===== config.mk =====
export PLATFORM = sky130hd
export DESIGN_NAME = quant_sched_flat
export DESIGN_NICKNAME = d
export VERILOG_FILES = /design/src/rtl/quant_sched_if.sv /design/src/rtl/quant_sched.sv /design/src/flat_wrapper.sv
export SDC_FILE = /design/constraint.sdc
export NUM_CORES = 1
export LEC_CHECK = 0
export BUFFER_PORTS_ARGS = -buffer_cell sky130_fd_sc_hd__buf_2
export CORE_MARGIN = 4
export CORE_UTILIZATION = 57
export CTS_CLUSTER_DIAMETER = 200
export DETAILED_ROUTE_END_ITERATION = 10
export PLACE_DENSITY_LB_ADDON = 0.2
export SYNTH_ARGS = -nofsm -noshare
export SYNTH_HDL_FRONTEND = slang
export SYNTH_SLANG_ARGS = --single-unit

===== constraint.sdc =====
create_clock -name i_clk -period 2.1 [get_ports i_clk]
set_clock_uncertainty 0.1 [all_clocks]
set_input_delay 0.21 -clock i_clk [delete_from_list [all_inputs] [get_ports i_clk]]
set_output_delay 0.21 -clock i_clk [all_outputs]
set_load 0.005 [all_outputs]

===== src/rtl/quant_sched_if.sv =====
// quant_sched_if: job handshake, vector stream, buffer write and quantizer control
// signals of quant_sched, grouped with master/slave views.
interface quant_sched_if #(parameter int ADDR_W = 8);
    logic              i_cfg_valid;
    logic              o_cfg_ready;
    logic [1:0]        i_cfg_mode;
    logic              i_in_valid;
    logic              o_in_ready;
    logic              o_buf_we;
    logic [ADDR_W-1:0] o_buf_addr;
    logic              o_q_start;
    logic              o_q_max_done;
    logic [1:0]        o_q_mode;
    logic              i_q_vec_done;
    logic              i_abort;
    logic              o_busy;
    logic              o_done;
    logic              o_err;

    modport slave (
        input  i_cfg_valid, i_cfg_mode, i_in_valid, i_q_vec_done, i_abort,
        output o_cfg_ready, o_in_ready, o_buf_we, o_buf_addr, o_q_start, o_q_max_done,
               o_q_mode, o_busy, o_done, o_err
    );

    modport master (
        output i_cfg_valid, i_cfg_mode, i_in_valid, i_q_vec_done, i_abort,
        input  o_cfg_ready, o_in_ready, o_buf_we, o_buf_addr, o_q_start, o_q_max_done,
               o_q_mode, o_busy, o_done, o_err
    );
endinterface


===== src/rtl/quant_sched.sv =====
// quant_sched: sequences vector buffering and quantizer start/reduce pulses per job.
// Optional DRAIN watchdog enabled by defining QSCHED_TIMEOUT_EN.
module quant_sched #(
    parameter int VSQ_D  = 16,
    parameter int COL    = 64,
    parameter int ADDR_W = 8
) (
    input logic           i_clk,
    input logic           i_rst_n,
    quant_sched_if.slave  bus
);
    typedef enum logic [2:0] {IDLE, FILL, REDUCE, ISSUE, DRAIN, DONE} state_t;

    localparam logic [ADDR_W-1:0] BEAT_LAST = ADDR_W'(VSQ_D - 1);
    localparam logic [ADDR_W-1:0] TOT_LAST  = ADDR_W'(COL - 1);
    localparam logic [ADDR_W-1:0] BLK_LAST  = ADDR_W'(COL / VSQ_D - 1);

    state_t            state_q, state_d;
    logic [ADDR_W-1:0] beat_q, beat_d, blk_q, blk_d, tot_q, tot_d;
    logic [1:0]        red_q, red_d, mode_q, mode_d;
    logic              err_q, err_d, rdy_q;
    logic              vsq, accept, timeout;

    assign vsq    = mode_q == 2'd0;
    assign accept = state_q == FILL && bus.i_in_valid && !bus.i_abort;

`ifdef QSCHED_TIMEOUT_EN
    logic [7:0] to_q;

    always_ff @(posedge i_clk or negedge i_rst_n) begin
        if (!i_rst_n) to_q <= '0;
        else          to_q <= state_q == DRAIN ? to_q + 8'd1 : 8'd0;
    end

    assign timeout = state_q == DRAIN && to_q == 8'hff && !bus.i_q_vec_done && !bus.i_abort;
`else
    assign timeout = 1'b0;
`endif

    always_comb begin
        state_d = state_q;
        beat_d  = beat_q;
        blk_d   = blk_q;
        tot_d   = tot_q;
        mode_d  = mode_q;
        red_d   = 2'd0;
        err_d   = 1'b0;
        if (bus.i_abort || timeout) begin
            state_d = IDLE;
            beat_d  = '0;
            blk_d   = '0;
            tot_d   = '0;
        end else begin
            case (state_q)
                IDLE: if (rdy_q && bus.i_cfg_valid) begin
                    mode_d  = bus.i_cfg_mode;
                    beat_d  = '0;
                    blk_d   = '0;
                    tot_d   = '0;
                    err_d   = &bus.i_cfg_mode;
                    state_d = &bus.i_cfg_mode ? IDLE : FILL;
                end
                FILL: if (accept) begin
                    beat_d  = beat_q == BEAT_LAST ? '0 : beat_q + 1'b1;
                    tot_d   = tot_q == TOT_LAST ? '0 : tot_q + 1'b1;
                    state_d = vsq ? (beat_q == BEAT_LAST ? ISSUE : FILL)
                                  : (tot_q == TOT_LAST ? REDUCE : FILL);
                end
                REDUCE: begin
                    red_d   = red_q + 2'd1;
                    state_d = red_q == 2'd3 ? ISSUE : REDUCE;
                end
                ISSUE: state_d = DRAIN;
                DRAIN: if (bus.i_q_vec_done) begin
                    blk_d   = blk_q == BLK_LAST ? '0 : blk_q + 1'b1;
                    beat_d  = vsq ? '0 : beat_q;
                    state_d = blk_q == BLK_LAST ? DONE : (vsq ? FILL : ISSUE);
                end
                DONE: state_d = IDLE;
                default: state_d = IDLE;
            endcase
        end
    end

    // Ready is registered so it stays low through reset and rises one clock after release.
    always_ff @(posedge i_clk or negedge i_rst_n) begin
        if (!i_rst_n) begin
            state_q <= IDLE;
            beat_q  <= '0;
            blk_q   <= '0;
            tot_q   <= '0;
            red_q   <= '0;
            mode_q  <= '0;
            err_q   <= 1'b0;
            rdy_q   <= 1'b0;
        end else begin
            state_q <= state_d;
            beat_q  <= beat_d;
            blk_q   <= blk_d;
            tot_q   <= tot_d;
            red_q   <= red_d;
            mode_q  <= mode_d;
            err_q   <= err_d;
            rdy_q   <= state_d == IDLE;
        end
    end

    assign bus.o_cfg_ready  = rdy_q;
    assign bus.o_in_ready   = state_q == FILL;
    assign bus.o_buf_we     = accept;
    assign bus.o_buf_addr   = vsq ? beat_q : tot_q;
    assign bus.o_q_start    = state_q == ISSUE;
    assign bus.o_q_max_done = accept && !vsq && tot_q == TOT_LAST;
    assign bus.o_q_mode     = mode_q;
    assign bus.o_busy       = state_q != IDLE;
    assign bus.o_done       = state_q == DONE && !bus.i_abort;
    assign bus.o_err        = err_q || timeout;
endmodule


===== src/flat_wrapper.sv =====
// flat-port wrapper written by rule: the top's interface ports become plain ports
module quant_sched_flat 
#(
    parameter int VSQ_D  = 16,
    parameter int COL    = 64,
    parameter int ADDR_W = 8
)
  (i_clk, i_rst_n, bus_i_cfg_valid, bus_i_cfg_mode, bus_i_in_valid, bus_i_q_vec_done, bus_i_abort, bus_o_cfg_ready, bus_o_in_ready, bus_o_buf_we, bus_o_buf_addr, bus_o_q_start, bus_o_q_max_done, bus_o_q_mode, bus_o_busy, bus_o_done, bus_o_err);
  quant_sched_if #(.ADDR_W(ADDR_W)) bus_i ();
  input logic i_clk;
  input logic i_rst_n;
  input wire logic [$bits(bus_i.i_cfg_valid)-1:0] bus_i_cfg_valid;
  input wire logic [$bits(bus_i.i_cfg_mode)-1:0] bus_i_cfg_mode;
  input wire logic [$bits(bus_i.i_in_valid)-1:0] bus_i_in_valid;
  input wire logic [$bits(bus_i.i_q_vec_done)-1:0] bus_i_q_vec_done;
  input wire logic [$bits(bus_i.i_abort)-1:0] bus_i_abort;
  output wire logic [$bits(bus_i.o_cfg_ready)-1:0] bus_o_cfg_ready;
  output wire logic [$bits(bus_i.o_in_ready)-1:0] bus_o_in_ready;
  output wire logic [$bits(bus_i.o_buf_we)-1:0] bus_o_buf_we;
  output wire logic [$bits(bus_i.o_buf_addr)-1:0] bus_o_buf_addr;
  output wire logic [$bits(bus_i.o_q_start)-1:0] bus_o_q_start;
  output wire logic [$bits(bus_i.o_q_max_done)-1:0] bus_o_q_max_done;
  output wire logic [$bits(bus_i.o_q_mode)-1:0] bus_o_q_mode;
  output wire logic [$bits(bus_i.o_busy)-1:0] bus_o_busy;
  output wire logic [$bits(bus_i.o_done)-1:0] bus_o_done;
  output wire logic [$bits(bus_i.o_err)-1:0] bus_o_err;
  assign bus_i.i_cfg_valid = bus_i_cfg_valid;
  assign bus_i.i_cfg_mode = bus_i_cfg_mode;
  assign bus_i.i_in_valid = bus_i_in_valid;
  assign bus_i.i_q_vec_done = bus_i_q_vec_done;
  assign bus_i.i_abort = bus_i_abort;
  assign bus_o_cfg_ready = bus_i.o_cfg_ready;
  assign bus_o_in_ready = bus_i.o_in_ready;
  assign bus_o_buf_we = bus_i.o_buf_we;
  assign bus_o_buf_addr = bus_i.o_buf_addr;
  assign bus_o_q_start = bus_i.o_q_start;
  assign bus_o_q_max_done = bus_i.o_q_max_done;
  assign bus_o_q_mode = bus_i.o_q_mode;
  assign bus_o_busy = bus_i.o_busy;
  assign bus_o_done = bus_i.o_done;
  assign bus_o_err = bus_i.o_err;
  quant_sched #(.VSQ_D(VSQ_D), .COL(COL), .ADDR_W(ADDR_W)) u_core (.i_clk(i_clk), .i_rst_n(i_rst_n), .bus(bus_i));
endmodule

==> results.md <==
* Status: completed
* Setup crit start kind: register
* Power Dens Cells at between 500 and 600 nW/um2
* Peak supply drop at 0.299 mV
* Grt ovf at 0
* Mapped cell area at 1960 um2
* Vias at about 1.7k
* Syn Area/Cell at about 9 um2
* CP max stage delay at 0.38 ns
* Unrepaired setup endpoints after global routing: yes
* Comb power frac at between 15 and 20%
* Fillers at between 200 and 300
* Num CTS Buffers at 5
* Crit Path Max Fanout at 4
* Synth top area cells: dfrtp_1 42%, mux2_2 5.7%, o21ai_1 4.9%
* Rel. slew slack at around half
* Post-Route Utilization at slightly below 70%
* Post-synthesis net count at 230
* All-Layer GR Usage at 21.8%
* Syn-to-layout area delta at 16.4%
* Nets at ~270
* FP Rows at 21
* Via density at about 5.8
* Routability cong. at about 0.8
* Max Cap Viol at 0
* P_sw at roughly 0.00035 W
* Endpoints failing hold at 0
* Post-synth top area share at between 40 and 50%
* # port buffers at 25
* Die Span Y at between 60 and 70 um
* CORE AREA at 3340 um2
* Clock sink count at 33
* Worst hold path type: input port to register
* Final setup vio count at 0
* Setup TNS at 0 ns
* Synth warn at 0
* DR DRC count at 0
* WP data arrival at 1.71 ns
* Initial core utilization at between 50% and 60%
* First-pass GRT wire length at 7340 um
* Critical path class: register to primary output
* Final Routed Wirelength at 4320 um
* Final setup margin at 0.0781 ns
* Post-DRT Antenna Nets at 0
* Number of synthesized register bits at 33
* Largest net degree at the start of global routing at 34
* Sequential fraction of design power at 54.0%
* HPWL after DPL at slightly above 3000 um
* DRT iter0 DRCs at roughly 180
* Die ar. at around 4400 um2
* IO Count at 26
* Worst-path cell chain: ha_2, nand3_2, or3_4, nor4_4, buf_2
* Avg WL per Cell at roughly 14 um
* Final period util at a little over nine tenths
* CP bufs+invs at 1
* Synth area leader: dfrtp_1
* Crit path max-delay family: simple AND/OR/NAND/NOR gates
* DRT Pass-1 Iters at 4
* Data required, critical path at 1.79 ns
* CTS tree: done
* Clock Tree Buf Depth at 2
* Root Buffer: clkbuf_4
* Share of post-route cells with drive strength above 1 at 26.6%
* Total Power at between 0.001 and 0.0015 W
* Leakage Power at roughly 1.1 nW
* Critical path capture point type: primary output
* Fmax at 495 MHz
* Die X at 66.7 um
* Initial antenna violation count at 0
* CTS clk-pin slew, worst paths at between 0.1 and 0.15 ns
* Crit path time final at between 2 and 2.5 ns
* Worst path slowest cell: or3_4
* Count of pins over their slew limit at 0
* Seq/Total Area, Yosys at 42.1%
* Internal power at 0.000896 W
* Switching share of power at between 20 and 30%
* Post-synthesis cell type count at 42
* Clock power frac at a little under a third
* Worst-margin pin slew at approximately 0.76 ns
* Syn Inst Count at between 200 and 250
* Place WS at 0.126 ns
* Clock Latency Late Sink at about 0.34 ns
* Vias in the first global route at around 1.6k
* H-tree depth at 2
* Antenna cells at 0
==> layer usage <==
layer | vias to the layer above | GRT usage [%] | routed length, um
met2 | 42 | 34.3 | 2040
li1 | 863 | - | -
met1 | 832 | 29.3 | 1980
met5 | - | 0 | 0
met3 | 6 | 5.06 | 233
met4 | 0 | 7.61 | 59
==> stage by stage <==
stage	cell area, um2	std cells	hold slack, ns
detailed placement	2170	289	0.223
finish	2280	302	0.0119
global route	2280	302	0.00270
CTS	2250	298	0.00254
floorplan	1960	218	-0.186
global placement	2170	289	0.217
==> worst paths after layout <==
kind | startpoint | endpoint | slack (ns) | cells after the start
max in group asynchronous | i_rst_n | u_core.state_q[1]$_DFF_PN0_ | 1.02 | 2
max reg2reg | u_core.blk_q[3]$_DFFE_PN0P_ | u_core.bus.o_cfg_ready$_DFF_PN0_ | 0.13 | 6
min | bus_i_cfg_mode[1] | u_core.bus.o_q_mode[1]$_DFFE_PN0P_ | 0.01 | 2
max | u_core.tot_q[0]$_DFFE_PN0P_ | bus_o_q_max_done | 0.08 | 5
min reg2reg | u_core.red_q[0]$_DFF_PN0_ | u_core.red_q[0]$_DFF_PN0_ | 0.35 | 1
min in group asynchronous | i_rst_n | u_core.red_q[0]$_DFF_PN0_ | 0.35 | 2
==> cell families (layout without fill, tap and decap cells) <==
kind of cell	Yosys count	in the layout	share of synthesized area [%]
multiplexers	10	10	5.74
AO/OA/AOI/OAI	63	63	20.7
AND/OR/NAND/NOR	90	90	25.1
flip-flops	33	33	42.1
buffers and inverters	18	56	3.70
adder cells (fa/ha/maj)	4	4	2.55
==> flip-flops by register name, indices dropped and copies added, names as in the netlist <==
signal,flops
u_core.bus.o_err,1
u_core.red_q,2
u_core.state_q,3
u_core.tot_q,8
u_core.bus.o_q_mode,2
u_core.bus.o_cfg_ready,1
u_core.blk_q,8
u_core.beat_q,8
==> synth_stat cells (all sizes together) <==
cell type,count
o21ai,34
dfrtp,33
nand2,22
nor2,22
inv,10
mux2,10
nand3,9
o31ai,9
and3,7
nand2b,7
a21oi,6
a31oi,4
buf,4
clkbuf,4
ha,4
nor3,4
nor2b,3
nor4,3
or2,3
and2,2
or3,2
a22oi,1
a32oi,1
and2b,1
nand4b,1
nor3b,1
nor4b,1
o211ai,1
o21a,1
o221ai,1
o2bb2ai,1
o311ai,1
o32a,1
o32ai,1
o41ai,1
or4,1
or4b,1
==> power groups by stage <==
stage | clock network [W] | registers, W | logic (W)
2_1_floorplan | 0 | 0.000680 | 0.000124
3_3_place_gp | 0 | 0.000684 | 0.000196
3_5_place_dp | 0 | 0.000684 | 0.000197
4_1_cts | 0.000381 | 0.000672 | 0.000199
5_1_grt | 0.000410 | 0.000675 | 0.000221
6_report | 0.000374 | 0.000672 | 0.000199
==> repair_timing <==
item	CTS	global route
gates resized for setup	4	2
pin swaps	1	2
setup endpoints to repair	1	3
hold buffers	1	0
setup buffers	1	4
endpoints found under the hold margin	33	0
==> layout make-up <==
class	instances	area (um2)	share of cell area [%]
multi-input combinational	167	1070	46.9
timing repair buffer	39	233	10.2
sequential	33	830	36.3
tap	46	57.6	2.52
clock buffer	7	55.1	2.41
inverter	10	37.5	1.64
==> placed cells by master (no fill, tap or decap), drive strengths merged, types with 2 or more instances in the layout <==
cell    count
or2         3
and2        2
nor4        3
o21ai      34
a31oi       4
nand2      22
nor3        4
o31ai       9
and3        7
dfrtp      33
clkbuf      7
a21oi       6
buf        38
inv        10
or3         2
nor2       22
ha          4
mux2       10
nand2b      7
nor2b       3
nand3       9
Power figures use the tool's default switching activity.
